**src/rtl/smc_feeder.sv**
```systemverilog
// -----------------------------------------------------------------------------
// smc_feeder
//
// Sequential front-end for the SMC (Supper MOSFET Calculator) combinational
// block. Six MOSFET parameter triples (W, V_GS, V_DS) arrive serially, one per
// cycle, and are presented in parallel on registered SMC operand ports. After
// SETTLE_CYC cycles the SMC result (smc_out_n) is captured and returned on
// out_n with a single-cycle out_valid strobe.
//
// Handshake: in_valid is a plain valid with no ready/backpressure. A beat is
// consumed on every rising edge where in_valid is 1 and the FSM is in IDLE or
// LOAD. Beats must be contiguous: a low in_valid during LOAD aborts the
// transaction. While busy is high past the load phase (SETTLE/OUT), in_valid
// is ignored and changes no register.
//
// Parameters:
//   SETTLE_CYC   cycles from the final operand update to the smc_out_n
//                capture (1..7)
//
// Build option:
//   SMC_FEED_CLR_EN  when defined, all SMC operand ports and mode are cleared
//                    on the edge leaving OUT and on a LOAD abort, so SMC sees
//                    all-zero operands while idle. When undefined, the ports
//                    hold their last written values.
//
// Ports:
//   clk, rst_n                  clock, synchronous active-low reset
//   in_valid                    beat valid
//   in_w, in_vgs, in_vds        operands of the current transistor
//   in_mode                     SMC mode, sampled on beat 0 only
//   smc_out_n                   result returned from SMC
//   W_k, V_GS_k, V_DS_k (k=0..5) registered SMC operand ports
//   mode                        registered SMC mode
//   busy                        transaction in progress
//   out_valid                   single-cycle result strobe
//   out_n                       captured result, zero outside out_valid
// -----------------------------------------------------------------------------
module smc_feeder #(
    parameter int SETTLE_CYC = 1
) (
    input  logic       clk,
    input  logic       rst_n,
    input  logic       in_valid,
    input  logic [2:0] in_w,
    input  logic [2:0] in_vgs,
    input  logic [2:0] in_vds,
    input  logic [1:0] in_mode,
    input  logic [7:0] smc_out_n,
    output logic [2:0] W_0,
    output logic [2:0] W_1,
    output logic [2:0] W_2,
    output logic [2:0] W_3,
    output logic [2:0] W_4,
    output logic [2:0] W_5,
    output logic [2:0] V_GS_0,
    output logic [2:0] V_GS_1,
    output logic [2:0] V_GS_2,
    output logic [2:0] V_GS_3,
    output logic [2:0] V_GS_4,
    output logic [2:0] V_GS_5,
    output logic [2:0] V_DS_0,
    output logic [2:0] V_DS_1,
    output logic [2:0] V_DS_2,
    output logic [2:0] V_DS_3,
    output logic [2:0] V_DS_4,
    output logic [2:0] V_DS_5,
    output logic [1:0] mode,
    output logic       busy,
    output logic       out_valid,
    output logic [7:0] out_n
);

    typedef enum logic [1:0] {
        IDLE   = 2'd0,
        LOAD   = 2'd1,
        SETTLE = 2'd2,
        OUT    = 2'd3
    } state_t;

    localparam logic [2:0] LAST_BEAT   = 3'd5;
    localparam logic [2:0] SETTLE_LAST = 3'(SETTLE_CYC - 1);

    state_t     state;
    state_t     state_nxt;
    logic [2:0] beat_cnt;
    logic [2:0] settle_cnt;
    logic [2:0] w_q   [6];
    logic [2:0] vgs_q [6];
    logic [2:0] vds_q [6];
    logic [1:0] mode_q;

    // State register
    always_ff @(posedge clk) begin
        if (!rst_n) begin
            state <= IDLE;
        end else begin
            state <= state_nxt;
        end
    end

    // Next-state and state-decoded outputs
    always_comb begin
        state_nxt = state;
        busy      = 1'b0;
        case (state)
            IDLE: begin
                if (in_valid) state_nxt = LOAD;
            end
            LOAD: begin
                busy = 1'b1;
                if (!in_valid)                  state_nxt = IDLE;
                else if (beat_cnt == LAST_BEAT) state_nxt = SETTLE;
            end
            SETTLE: begin
                busy = 1'b1;
                if (settle_cnt == SETTLE_LAST) state_nxt = OUT;
            end
            OUT: begin
                busy      = 1'b1;
                state_nxt = IDLE;
            end
            default: state_nxt = IDLE;
        endcase
    end

    // Operand capture, counters and result capture
    always_ff @(posedge clk) begin
        if (!rst_n) begin
            for (int k = 0; k < 6; k++) begin
                w_q[k]   <= '0;
                vgs_q[k] <= '0;
                vds_q[k] <= '0;
            end
            mode_q     <= '0;
            beat_cnt   <= '0;
            settle_cnt <= '0;
            out_valid  <= 1'b0;
            out_n      <= '0;
        end else begin
            // out_n is only meaningful alongside the strobe
            out_valid <= 1'b0;
            out_n     <= '0;
            case (state)
                IDLE: begin
                    if (in_valid) begin
                        w_q[0]   <= in_w;
                        vgs_q[0] <= in_vgs;
                        vds_q[0] <= in_vds;
                        mode_q   <= in_mode;
                        beat_cnt <= 3'd1;
                    end
                end
                LOAD: begin
                    if (in_valid) begin
                        for (int k = 1; k < 6; k++) begin
                            if (beat_cnt == 3'(k)) begin
                                w_q[k]   <= in_w;
                                vgs_q[k] <= in_vgs;
                                vds_q[k] <= in_vds;
                            end
                        end
                        // Saturates at the last beat; SETTLE takes over there
                        if (beat_cnt != LAST_BEAT) beat_cnt <= beat_cnt + 3'd1;
                        settle_cnt <= '0;
                    end else begin
                        beat_cnt <= '0;
                    end
                end
                SETTLE: begin
                    settle_cnt <= settle_cnt + 3'd1;
                    if (settle_cnt == SETTLE_LAST) begin
                        out_n     <= smc_out_n;
                        out_valid <= 1'b1;
                    end
                end
                OUT: begin
                    beat_cnt <= '0;
                end
                default: ;
            endcase
`ifdef SMC_FEED_CLR_EN
            // Leaving a transaction (completed or aborted) zeroes the SMC side
            if ((state == OUT) || ((state == LOAD) && !in_valid)) begin
                for (int k = 0; k < 6; k++) begin
                    w_q[k]   <= '0;
                    vgs_q[k] <= '0;
                    vds_q[k] <= '0;
                end
                mode_q <= '0;
            end
`else
`endif
        end
    end

    assign W_0    = w_q[0];
    assign W_1    = w_q[1];
    assign W_2    = w_q[2];
    assign W_3    = w_q[3];
    assign W_4    = w_q[4];
    assign W_5    = w_q[5];
    assign V_GS_0 = vgs_q[0];
    assign V_GS_1 = vgs_q[1];
    assign V_GS_2 = vgs_q[2];
    assign V_GS_3 = vgs_q[3];
    assign V_GS_4 = vgs_q[4];
    assign V_GS_5 = vgs_q[5];
    assign V_DS_0 = vds_q[0];
    assign V_DS_1 = vds_q[1];
    assign V_DS_2 = vds_q[2];
    assign V_DS_3 = vds_q[3];
    assign V_DS_4 = vds_q[4];
    assign V_DS_5 = vds_q[5];
    assign mode   = mode_q;

endmodule

```
**config.mk**
```make
export PLATFORM = sky130hd
export DESIGN_NAME = smc_feeder
export DESIGN_NICKNAME = d
export VERILOG_FILES = /design/src/rtl/smc_feeder.sv
export SDC_FILE = /design/constraint.sdc
export NUM_CORES = 1
export LEC_CHECK = 0
export BUFFER_PORTS_ARGS = -buffer_cell sky130_fd_sc_hd__buf_2
export CORE_ASPECT_RATIO = 1.75
export CORE_MARGIN = 4
export CORE_UTILIZATION = 51
export DETAILED_ROUTE_END_ITERATION = 10
export HOLD_SLACK_MARGIN = 0.06
export PLACE_DENSITY = 0.79
export SYNTH_ARGS = -nofsm -noshare
export SYNTH_HDL_FRONTEND = slang
export SYNTH_SLANG_ARGS = --single-unit
```
**constraint.sdc**
```tcl
create_clock -name clk -period 2.4 [get_ports clk]
set_input_delay 0.24 -clock clk [delete_from_list [all_inputs] [get_ports clk]]
set_output_delay 0.24 -clock clk [all_outputs]
set_load 0.02 [all_outputs]
```
==> results of run 1 <==
## registers in the layout, indices dropped and copies added, names as in the netlist, named ones only
register	count
beat_cnt	3
mode	2
out_n	8
out_valid	1
settle_cnt	3
state	1
vds_q	18
vgs_q	18
w_q	18
## routing by layer
layer  vias to the layer above  wire length (um)  global-route usage, %
met5                         -                 0                      0
met4                         0               178                  10.98
met3                        12               231                  3.950
met2                        46              3249                  32.56
met1                       832              1991                  17.25
li1                        915                 -                      -
## cell families after synthesis
family                   Yosys count  synth area share [%]
AND/OR/NAND/NOR                   91                 20.84
flip-flops                        73                 68.46
AO/OA/AOI/OAI                     20                 4.108
buffers and inverters             13                 2.268
adder cells (fa/ha/maj)            7                 2.995
multiplexers                       3                 1.027
XOR/XNOR                           1                0.2996
## layout make-up
class	instances	area, sq um	area share, %
Clock buffer	11	131.4	3.616
Clock inverter	5	46.29	1.274
Inverter	8	30.03	0.8264
Multi-Input combinational cell	122	855.8	23.55
Sequential cell	73	2002	55.10
Tap cell	76	95.09	2.617
Timing Repair Buffer	92	473.0	13.02
## power by group through the flow
stage,registers [mW],clock network (mW),logic (mW)
floorplan,1.50,0,0.0580
finish,1.41,0.866,0.202
global route,1.42,0.933,0.219
detailed placement,1.44,0,0.204
global placement,1.44,0,0.200
CTS,1.41,0.890,0.205
## synthesized netlist by cell type, drive strengths merged, types with 2 or more instances
| cell | instances |
|---|---|
| a211oi | 2 |
| a21oi | 5 |
| and2 | 62 |
| buf | 4 |
| dfxtp | 19 |
| edfxtp | 54 |
| ha | 7 |
| inv | 8 |
| mux2i | 3 |
| nand2 | 6 |
| nand2b | 3 |
| nand4b | 2 |
| nor2 | 6 |
| nor2b | 3 |
| nor3 | 3 |
| o21ai | 8 |
## worst register-to-register path: cells and delay by family, from the launching register on
family          cells  cell delay, ns
flops               1            0.55
simple gates        1            0.26
compound gates      1            0.22
buf+inv             1            0.21
## worst min-delay path by stage
| stage | startpoint | end | cells past startpoint |
|---|---|---|---|
| finish | smc_out_n[3] | out_n[3] | 2 |
| CTS | smc_out_n[3] | out_n[3] | 2 |
| global route | smc_out_n[2] | out_n[2] | 2 |
| floorplan | smc_out_n[0] | out_n[0] | 1 |
| global placement | smc_out_n[4] | out_n[4] | 2 |
| detailed placement | smc_out_n[3] | out_n[3] | 2 |
## cell usage in the layout (no fill, tap or decap), types with 2 or more instances in the layout
| cell type | instances |
|---|---|
| a21oi_1 | 5 |
| inv_1 | 8 |
| clkbuf_8 | 9 |
| buf_2 | 87 |
| nor3_1 | 3 |
| a211oi_1 | 2 |
| nor2_4 | 5 |
| o21ai_0 | 8 |
| and2_1 | 62 |
| dfxtp_1 | 19 |
| edfxtp_1 | 54 |
| ha_1 | 7 |
| nand2b_1 | 3 |
| nand2_1 | 6 |
| mux2i_1 | 3 |
| clkbuf_1 | 2 |
| buf_4 | 5 |
| nor2b_1 | 3 |
| clkinv_1 | 3 |
## per-stage QoR
step	hold slack (ns)	std cells	instance area [sq um]	utilization (%)
4_1_cts	0.07463	387	3633	65.05
3_3_place_gp	0.4393	371	3456	61.87
6_report	0.09024	387	3633	65.05
3_5_place_dp	0.4434	371	3456	61.87
5_1_grt	0.07838	387	3633	65.05
2_1_floorplan	0.3617	208	2924	-
==> flow_summary.ini, run 1 <==
[critical_path]
max_stage_delay_ns = 0.55
path_cells = nand3b_1 > o21ai_0 > buf_4
r2r_start = state[0]
crit_end = vds_q[3][1]
reg2reg_depth = 3
crit_start = state[0]
worstSetupPathType = reg2reg
r2r_setup_slack_ns = 0.87
worstPathRequired_ns = 2.45
crit_cells = 3
arrival_ns = 1.57
setup.worst_path.end_class = flip-flop
crit_fanout = 11
start_kind = flip-flop
regToRegEndpoint = vds_q[3][1]
critPathTopFamily = flip-flops
cpMaxStageDelayCell = dfxtp_1
path_buf_inv = 1

[grt]
grt_max_degree = 21
antenna_found_initial = 0
grt_usage_pct = 17.66
grt_pass1_wl_um = 8914
first_global_vias = 1765
overflow = 0

[drt]
post_drt_wl_per_cell_um = 14.60
via_per_inst = 4.664
drc = 0
firstDrtPassIters = 4
drt-total-wl_um = 5651
route.antenna.remaining_nets = 0
drt_first_iter_violations = 88
num_vias = 1805

[power]
p_sw_mw = 0.5508
share_seq_of_total_power_pct = 57.0
comb_power_share_pct = 8.1
cell_internal_pwr_mw = 1.931
pwr-share-clk_pct = 34.9
p_leak_nw = 1.592
power_mw = 2.482
powerDensity_mw_per_mm2 = 683.0
peakVddDrop_uv = 360.6
swShare_pct = 22.19

[floorplan]
dieArea_sq_mm = 0.007057
pin_count = 88
die_h_um = 108.2
die_w_um = 65.24
fp.coreArea_sq_mm = 0.005585
start_util_pct = 52.35
num_rows = 36

[place]
numPortBuffers = 87
gp_congestion = 0.7943
dp_slack_ns = 0.8543
dpl.hpwl_um = 4360

[timing]
finalCritPeriodShare_pct = 63.54
skew_ns = 0.004552
slew_viol_final = 0
setup_viol = 0
rsz0062_at_grt = no
hold_viol = 0
relSlewSlack_pct = 74.00
fin_ws_ns = 0.8750
worstMarginPinSlew_ns = 0.3900
fin_tns_setup_ns = 0
period_minus_slack_ns = 1.525
fmaxAchievable_mhz = 655.7

[cts]
cts_setup_buffers = 0
cts.path.max_buffers = 2
cts_hold_buffers = 0
htree_num_levels = 3
cts.clk_slew.worst_paths_ns = 0.07
cts_sinks = 73
cts_tree = done
clock_latency_ns = 0.34
cts.repair.resized = 0
numCtsBuffers = 9
cts_root_buffer = clkbuf_8

[flow_run]
cap_violations = 0

[finish]
final_layout_size_suffix_gt1_share_pct = 36.01
syn_to_final_growth_pct = 24.26
antenna_cells = 0
n_fill_cell = 456
finalNetCount = 335

[logic_synthesis]
synth-main-ff-cell = edfxtp_1
seq_area_frac_synth_pct = 68.46
syn_avg_cell_area_sq_um = 14.06
yosys.area.top_type = edfxtp_1
synth_cell_type_count = 32
async_flop_share_pct = 0
netlist.area_leader.share_pct = 55.46
synth_enable_flop_cells = 54
synth-seq-cells = 73
yosysWarnings = 0
synthesis.area_sq_mm = 0.002924
netlist_instances = 208
ys_top_cells_by_area = edfxtp_1 (55%), and2_1 (13%), dfxtp_1 (13%)
synth_nets = 237

[min_path]
hold_class = in2reg

[outcome]
status = complete, no violations
Power figures use the tool's default switching activity.
==> inputs of run 2 (changes only) <==
- CORE_UTILIZATION: 51 -> 46
- PLACE_DENSITY: 0.79 -> 0.75
- clock period: 2.4 -> 1.4 ns (I/O delays scaled with it)
==> flow_summary.ini, run 2 (synthesized netlist as in run 1, its figures left out) <==
[outcome]
status = complete, no violations

[cts]
clock_latency_ns = 0.35
cts_tree = done
cts_sinks = 73
htree_num_levels = 3
cts_root_buffer = clkbuf_8
cts.path.max_buffers = 2
numCtsBuffers = 9
cts.clk_slew.worst_paths_ns = 0.07

[finish]
syn_to_final_growth_pct = 35.99
antenna_cells = 0
final_layout_size_suffix_gt1_share_pct = 44.08
design_area_sq_mm = 0.003976
finalNetCount = 362
layout_common_cells = buf_2 (86), and2_1 (62), edfxtp_1 (54), dfxtp_1 (15), buf_4 (13)
multi_input_area_sq_um = 927.1
top_regs = vds_q (18), vgs_q (18), w_q (18)
layout_commonest_cell = buf_2
regArea_sq_mm = 0.002012
n_fill_cell = 501

[timing]
hold_ws_ns = 0.1242
rsz0062_at_grt = yes
hold_viol = 0
fmaxAchievable_mhz = 740.1
slew_viol_final = 0
finalCritPeriodShare_pct = 96.52
period_minus_slack_ns = 1.351
skew_ns = 0.01029
fin_tns_setup_ns = 0
setup_viol = 0
worstMarginPinSlew_ns = 0.3425
relSlewSlack_pct = 77.12

[critical_path]
worstSetupPathType = reg2reg
arrival_ns = 1.59
worstPathRequired_ns = 1.64
setup.worst_path.end_class = flip-flop
start_kind = flip-flop
crit_fanout = 4

[floorplan]
die_w_um = 68.27
fp.coreArea_sq_mm = 0.006181
start_util_pct = 47.31
num_rows = 38
pin_count = 88
dieArea_sq_mm = 0.007747
die_h_um = 113.5

[drt]
drt_first_iter_violations = 111
firstDrtPassIters = 4
post_drt_wl_per_cell_um = 14.84
num_vias = 1975
via_per_inst = 4.725
drc = 0
route.antenna.remaining_nets = 0
drt-total-wl_um = 6203

[power]
pwr-share-clk_pct = 33.5
cell_internal_pwr_mw = 3.303
p_sw_mw = 0.9928
comb_power_share_pct = 10.3
swShare_pct = 23.11
p_leak_nw = 1.730
share_seq_of_total_power_pct = 56.3
powerDensity_mw_per_mm2 = 1080
power_mw = 4.296
peakVddDrop_uv = 696.4

[place]
numPortBuffers = 87
gp_congestion = 0.8580
dpl.hpwl_um = 4379
post_dp_cell_area_sq_mm = 0.003580

[grt]
overflow = 0
grt_max_degree = 12
first_global_vias = 1887
grt_usage_pct = 17.25
antenna_found_initial = 0
grt_pass1_wl_um = 9397

[flow_run]
cap_violations = 0

[min_path]
hold_class = in2reg
run 2: cell count changes in the layout (fill, tap and decap cells not counted), sizes merged:
cell / change
buf: +14
dlygate4sd3: +10
nor2: +3
clkbuf: +2
bufinv: -1
clkinv: -1
run 2: per-layer routing:
layer / routed length, um / global-route usage [%]
met1: 2021 / 16.26
met5: 0 / 0
met3: 308 / 4.631
met2: 3583 / 30.41
met4: 289 / 12.22
run 2: final cells by class:
cell class	count	area share [%]
well taps	80	2.517
clock inverters	3	0.3776
clock buffers	13	3.996
inverters	8	0.7552
multi-input cells	125	23.32
repair buffers	116	18.44
flip-flops and latches	73	50.60
run 2: through the flow:
stage / utilization [%] / setup slack (ns) / instances
global route: 64.33 / -0.02027 / 418
global placement: 57.92 / 0.05835 / 385
finish: 64.33 / 0.04878 / 418
detailed placement: 57.92 / -0.001338 / 385
CTS: 62.61 / 0.008651 / 411
floorplan: - / -0.08557 / 208
run 2: power by group through the flow:
stage | clock network, mW | registers (mW) | logic (mW)
6_report | 1.44 | 2.42 | 0.442
5_1_grt | 1.59 | 2.42 | 0.479
4_1_cts | 1.48 | 2.42 | 0.420
3_5_place_dp | 0 | 2.47 | 0.394
3_3_place_gp | 0 | 2.46 | 0.387
2_1_floorplan | 0 | 2.56 | 0.106
run 2: timing repair:
action / in CTS / in global routing
buffers inserted: 0 / 3
pin swaps: 0 / 4
hold buffers: 10 / 0
endpoints found under the hold margin: 10 / 0
gates cloned: 0 / 4
resized for setup: 6 / 16
endpoints found under the setup margin: 11 / 60
run 2: final timing paths:
kind                                       to        start  cells past startpoint  slack, ns
worst max-delay path              beat_cnt[1]  beat_cnt[0]                      6       0.05
worst min-delay path            settle_cnt[2]        rst_n                      3       0.12
worst min register to register        mode[0]      mode[0]                      2       0.51
worst max register to register    beat_cnt[1]  beat_cnt[0]                      6       0.05
run 2: critical path, cell delays in order, from the launching register on:
cell and delay [ns]:
dfxtp_4 0.35, buf_4 0.14, ha_4 0.16, nand2_2 0.13
buf_4 0.16, mux2i_2 0.21, o2bb2ai_1 0.09
